**src/rtl/cdb_result_buffer.sv**
```systemverilog
// Per-unit result FIFO feeding the CDB arbiter: buffers {tag, value} pairs and requests the bus while non-empty.
// Optional zero-latency bypass from the execution unit to the CDB is enabled by defining CDB_RESULT_BYPASS_EN.
module cdb_result_buffer #(
    parameter int DEPTH     = 4,
    parameter int XLEN      = 32,
    parameter int TAG_WIDTH = 5
) (
    input  logic                         clk,
    input  logic                         reset_n,
    input  logic                         in_valid,
    input  logic [TAG_WIDTH-1:0]         in_tag,
    input  logic [XLEN-1:0]              in_value,
    output logic                         in_ready,
    input  logic                         flush,
    output logic                         request,
    input  logic                         grant,
    output logic [TAG_WIDTH-1:0]         cdb_tag,
    output logic [XLEN-1:0]              cdb_value,
    output logic [$clog2(DEPTH):0]       count
);

    localparam int PTR_W = $clog2(DEPTH);
    localparam int CNT_W = PTR_W + 1;
    localparam logic [CNT_W-1:0] FULL_COUNT = CNT_W'(DEPTH);

    logic [TAG_WIDTH-1:0] tag_mem   [DEPTH];
    logic [XLEN-1:0]      value_mem [DEPTH];
    logic [PTR_W-1:0]     head;
    logic [PTR_W-1:0]     tail;
    logic [CNT_W-1:0]     count_q;
    logic                 bypass;
    logic                 push;
    logic                 pop;
    logic                 empty;

    assign empty = (count_q == '0);

`ifdef CDB_RESULT_BYPASS_EN
    assign bypass = empty && in_valid && !flush;
`else
    assign bypass = 1'b0;
`endif

    // in_ready depends on registered occupancy only, so a full buffer refuses a push even while popping
    assign in_ready  = (count_q != FULL_COUNT);
    assign request   = !empty || bypass;
    assign cdb_tag   = bypass ? in_tag   : tag_mem[head];
    assign cdb_value = bypass ? in_value : value_mem[head];
    assign count     = count_q;

    // A bypassed result that is granted in the same cycle is consumed and never stored
    assign push = in_valid && in_ready && !(bypass && grant);
    assign pop  = grant && !empty;

    always_ff @(posedge clk or negedge reset_n) begin
        if (!reset_n) begin
            head    <= '0;
            tail    <= '0;
            count_q <= '0;
            for (int i = 0; i < DEPTH; i++) begin
                tag_mem[i]   <= '0;
                value_mem[i] <= '0;
            end
        end else if (flush) begin
            head    <= '0;
            tail    <= '0;
            count_q <= '0;
        end else begin
            if (push) begin
                tag_mem[tail]   <= in_tag;
                value_mem[tail] <= in_value;
                tail            <= tail + PTR_W'(1);
            end
            if (pop) begin
                head <= head + PTR_W'(1);
            end
            case ({push, pop})
                2'b10:   count_q <= count_q + CNT_W'(1);
                2'b01:   count_q <= count_q - CNT_W'(1);
                default: count_q <= count_q;
            endcase
        end
    end

endmodule
```
**config.mk**
```make
export PLATFORM = sky130hd
export DESIGN_NAME = cdb_result_buffer
export DESIGN_NICKNAME = d
export VERILOG_FILES = /design/src/rtl/cdb_result_buffer.sv
export SDC_FILE = /design/constraint.sdc
export NUM_CORES = 1
export LEC_CHECK = 0
export CAP_MARGIN = 15
export CORE_ASPECT_RATIO = 0.8
export CORE_MARGIN = 2
export CORE_UTILIZATION = 55
export DETAILED_ROUTE_END_ITERATION = 7
export PLACE_DENSITY = 0.76
export SLEW_MARGIN = 20
export SYNTH_ARGS = -nofsm -noshare
export SYNTH_HDL_FRONTEND = slang
export SYNTH_SLANG_ARGS = --single-unit
```
**constraint.sdc**
```tcl
create_clock -name clk -period 2.7 [get_ports clk]
set_clock_uncertainty 0.05 [all_clocks]
set_input_delay 0.54 -clock clk [delete_from_list [all_inputs] [get_ports clk]]
set_output_delay 0.54 -clock clk [all_outputs]
set_load 0.05 [all_outputs]
```
==> out/qor.yml, run 1 <==
fp.dieW_um: 131
routed.top_layer: "met4"
ctsRootBufferMaster: "clkbuf_16"
drc: 0
power.switching_mw: 2.92
synth_edf_count: 0
cpLargestDelayFamily: "buffers and inverters"
die-height_um: 105
synth_area_um2: 7080
yosys_warnings: 0
grt_usage_pct: 21.5
grt_setup_unrepaired: "false"
crit_slowest_cell: "clkdlybuf4s50_1"
min_period_over_period_pct: 94.0
grt_pass1_vias: 4160
irDropWorstVdd_uv: 627
drive_above_1_share_pct: 53.6
synth_seq_cells: 155
swShare_pct: 31.0
areaGrowthSynthToFinish_pct: 26.4
gp_congestion: 0.790
grt_max_degree: 59
met2_length_um: 6640
setup_viol: 0
detail_route.iter0.violations: 232
fp-row-count: 37
cap_violations: 0
io_buffers: 83
min-delay-path-class: "in2async"
synthTopCellsByArea: "dfrtp_1 (55%), mux2_2 (19%), mux4_2 (12%)"
post_drt_via_cell_ratio: 5.60
hold_slack_ps: 6.62
wl_met1_um: 6330
slew_headroom_pct: 66.3
cts.reportedPaths.clkPinSlew_ps: 60
seq_area_frac_synth_pct: 54.8
clockPowerShare_pct: 28.8
route.final.wire_length_um: 13600
antenna_found_initial: 1
detailed_place_hpwl_um: 8550
synthFlopType: "dfrtp_1"
max-clock-path-buffers: 2
cts.htree.levels: 4
p_per_area_nw_per_um2: 1050
worstMarginPinSlew_ps: 504
path_buf_inv: 1
nNetsFinal: 558
cp-end-kind: "primary output"
grt.overflow.total: 0
core_area_um2: 12700
path_class: "reg2out"
dr.pass1.iters: 4
outcome: "finished clean"
path_cells: "clkdlybuf4s50_1"
synthTopCellsByCount: "dfrtp_1 (155), mux2_2 (118), mux4_2 (37)"
vias: 3916
final_core_util_pct: 70.3
synth.most_common_cell: "dfrtp_1"
slew_violations: 0
grt_first_pass_wirelength_um: 22200
start_util_pct: 55.6
ant_nets: 0
dieArea_um2: 13800
period_minus_slack_ps: 2540
yosys.area.top_type_share_pct: 54.8
critPathLaunchType: "flop"
fmax_ghz: 0.394
n_antenna_cell: 0
clk_latency_ps: 410
synth_area_per_cell_um2: 16.9
internal_power_mw: 6.51
pwr-share-comb_pct: 35.0
netlist_instances: 419
setup_ws_ps: 162
critPathArrivalTime_ps: 1950
p_leak_nw: 3.95
yosysUniqueCellTypes: 40
post-synth-top-area-cell: "dfrtp_1"
io_pins: 84
crit_fanout: 13
fin_tns_setup_ps: 0
syn_nets: 466
critPathMaxStageDelay_ps: 900
routedWlPerCell_um: 19.5
numCtsBuffers: 17
timing.final.hold_violations: 0
tritoncts: "built"
synthArstFlopShare_pct: 100
required_ps: 2110
seqPwrFrac_pct: 36.2
post_cts_buffers: 0
pre_cts_ws_ps: 83.4
met3_length_um: 545
cts.sinks: 155
## power by group through the flow
stage / Clock, mW / Combinational [mW] / Sequential [mW]
4_1_cts: 2.75 / 3.34 / 3.41
5_1_grt: 2.88 / 3.48 / 3.50
6_report: 2.72 / 3.30 / 3.42
2_1_floorplan: 0 / 2.32 / 3.31
3_5_place_dp: 0 / 3.33 / 3.44
3_3_place_gp: 0 / 3.27 / 3.39
## cell families after synthesis
family	after synthesis	share of synthesized area, %
mux	185	36.9
flops	155	54.8
buf+inv	31	3.13
simple gates	24	2.28
compound gates	16	1.52
fa+ha+maj	5	0.990
xor+xnor	3	0.371
## sequential cells by signal, summed over array words and instances (netlist names)
name       cells
tag_mem       20
head           2
count          3
value_mem    128
tail           2
## cells in the final DEF, fill, tap and decap left out, drive strengths merged, types with 2 or more instances in the layout
cell type      instances
clkbuf                19
inv                    5
mux4                  37
ha                     4
o21ai                  4
a31oi                  2
clkdlybuf4s50         43
dfrtp                155
nor2                   7
clkinv                 5
xor2                   2
nor2b                  2
buf                   55
a21oi                  2
mux2                 148
bufinv                 6
nand3                  7
## layout make-up
type                       instances  area (um^2)
sequential                       155         3880
fill                             832         3790
multi-input combinational        233         2980
timing repair buffer             100         1170
clock buffer                      19          443
clock inverter                    13          240
tap                              175          219
inverter                           4         15.0
## metrics by stage
step / instance area (um^2) / instances / total power [mW]
6_report: 8940 / 699 / 9.43
5_1_grt: 8940 / 699 / 9.85
4_1_cts: 8940 / 699 / 9.51
3_5_place_dp: 8260 / 667 / 6.77
3_3_place_gp: 8260 / 667 / 6.66
2_1_floorplan: 7080 / 419 / 5.63
## timing repair
action	4_1_cts	5_1_grt
gates resized for setup	1	1
pin swaps	0	0
hold buffers	0	0
endpoints found under the setup margin	1	1
## metal layers
| metal | GRT usage, % | vias to the layer above |
|---|---|---|
| li1 | - | 1756 |
| met1 | 31.5 | 2061 |
| met2 | 32.9 | 89 |
| met3 | 4.72 | 10 |
| met4 | 5.78 | 0 |
| met5 | 0 | - |
## path summary, 6_finish.rpt
path	from	cells after the start	endpoint	slack, ps
setup / recovery	count[0]	1	count[0]	160
hold / removal	reset_n	1	value_mem[117]	7
setup reg to reg	count[0]	6	count[2]	310
hold reg to reg	value_mem[31]	1	value_mem[31]	450
max in group asynchronous	reset_n	2	value_mem[38]	1910
min in group clk	value_mem[31]	1	value_mem[31]	450
Note: power is estimated with default switching activity, not from simulation.
==> run 2, diff against run 1 <==
- HOLD_SLACK_MARGIN: default -> 0.15
==> out/qor.yml, run 2 (same netlist as run 1, synthesis figures left out) <==
largest-register: "value_mem"
min_period_over_period_pct: 93.9  # -0.15 points
grt_first_pass_wirelength_um: 22200  # +0.19%
post_cts_buffers: 0  # unchanged
critPathLaunchType: "flop"
numCtsBuffers: 17  # unchanged
hold_depth: 1
critPathMaxStageDelay_ps: 900  # about the same
slew_headroom_pct: 66.3  # unchanged
design_area_um2: 8950  # +0.11%
dr.pass1.iters: 4  # unchanged
nNetsFinal: 559  # +0.18%
crit_slowest_cell: "clkdlybuf4s50_1"
required_ps: 2110  # about the same
hold_path_end: "value_mem[31]"
areaGrowthSynthToFinish_pct: 26.5
gp_congestion: 0.790  # unchanged
cts.sinks: 155  # unchanged
reg2reg_setup_slack_ps: 310  # about the same
final_cell_mix: "dfrtp_1 (153), mux2_2 (118), clkdlybuf4s50_1 (43), mux4_2 (37)"
nFillCells: 831  # -0.12%
reg2reg_depth: 6  # unchanged
pre_cts_ws_ps: 83.4  # unchanged
post_drt_via_cell_ratio: 5.62  # +0.29%
path_buf_inv: 1  # unchanged
critPathArrivalTime_ps: 1940  # about the same
irDropWorstVdd_uv: 628  # +0.13%
setup_ws_ps: 166  # +4.02 ps
placed_cell_area_um2: 8260  # unchanged
core_area_um2: 12700  # unchanged
detail_route.iter0.violations: 231  # -0.43%
grt_usage_pct: 21.5  # +0.044 points
p_per_area_nw_per_um2: 1050  # about the same
seqCellArea_um2: 3880  # unchanged
cpLargestDelayFamily: "buffers and inverters"
n_antenna_cell: 0  # unchanged
clk_latency_ps: 410  # about the same
layout_commonest_cell: "dfrtp_1"
grt_setup_unrepaired: "false"
ctsRootBufferMaster: "clkbuf_16"
io_pins: 84  # unchanged
ant_nets: 0  # unchanged
fp-row-count: 37  # unchanged
cap_violations: 0  # unchanged
start_util_pct: 55.6  # unchanged
min-delay-path-class: "reg2reg"
outcome: "finished clean"
io_buffers: 83  # unchanged
dp.cells: 667  # unchanged
path_class: "reg2out"
die-height_um: 105  # unchanged
fin_tns_setup_ps: 0  # unchanged
drc: 0  # unchanged
totalPowerFinal_mw: 9.44  # about the same
r2r_end: "count[2]"
fmax_ghz: 0.395  # +0.16%
route.final.wire_length_um: 13700  # +0.52%
worstReg2RegStart: "count[0]"
setup_viol: 0  # unchanged
antenna_found_initial: 1  # unchanged
slew_violations: 0  # unchanged
fp.dieW_um: 131  # unchanged
cts.htree.levels: 4  # unchanged
grt_pass1_vias: 4172  # +0.29%
cp-end-kind: "primary output"
largest_reg_flops: 128  # unchanged
grt.overflow.total: 0  # unchanged
cts.reportedPaths.clkPinSlew_ps: 60  # about the same
period_minus_slack_ps: 2530  # -4.02 ps
vias: 3933  # +0.43%
hold_slack_ps: 449  # +443 ps
final_core_util_pct: 70.3  # +0.079 points
fin_cells: 700  # +0.14%
worstMarginPinSlew_ps: 504  # +0.000238 ps
tritoncts: "built"
routedWlPerCell_um: 19.6  # +0.38%
detailed_place_hpwl_um: 8550  # unchanged
cp_num_cells: 1  # unchanged
grt_max_degree: 59  # unchanged
dieArea_um2: 13800  # unchanged
p_leak_nw: 3.95  # +0.11%
drive_above_1_share_pct: 53.5  # -0.10 points
multi_input_area_um2: 2980  # unchanged
path_cells: "clkdlybuf4s50_1"
crit_fanout: 13  # unchanged
hold_start: "value_mem[31]"
max-clock-path-buffers: 2  # unchanged
timing.final.hold_violations: 0  # unchanged
==> run 2: area by class of cell <==
class	count	share of cell area, %
clock buffer	19	4.95
clock inverter	13	2.68
inverter	4	0.168
multi-input combinational	233	33.3
sequential	155	43.3
tap	175	2.45
timing repair buffer	101	13.2
==> run 2: timing repair <==
item / 4_1_cts / 5_1_grt
hold endpoints to repair: 48 / 0
hold buffers: 1 / 0
setup endpoints to repair: 1 / 1
gates resized for setup: 1 / 1
==> run 2: power breakdown <==
part	internal (mW)	switching, mW
Clock	1.77	0.945
Combinational	1.71	1.59
Sequential	3.03	0.385
Total	6.51	2.92
==> run 2: metal layers <==
metal / GRT usage, % / share of wire [%]
met1: 31.5 / 47
met2: 33.1 / 49
met3: 4.72 / 3.8
met4: 5.78 / 0.80
met5: 0 / 0
==> run 2: worst max path at each step <==
stage	from	end	slack (ps)
after floorplan	count[0]	count[2]	240
after global placement	in_valid	count[2]	160
after detailed placement	in_valid	count[2]	80
after CTS	count[1]	request	7
after global routing	count[0]	count[0]	80
final	count[0]	count[0]	170
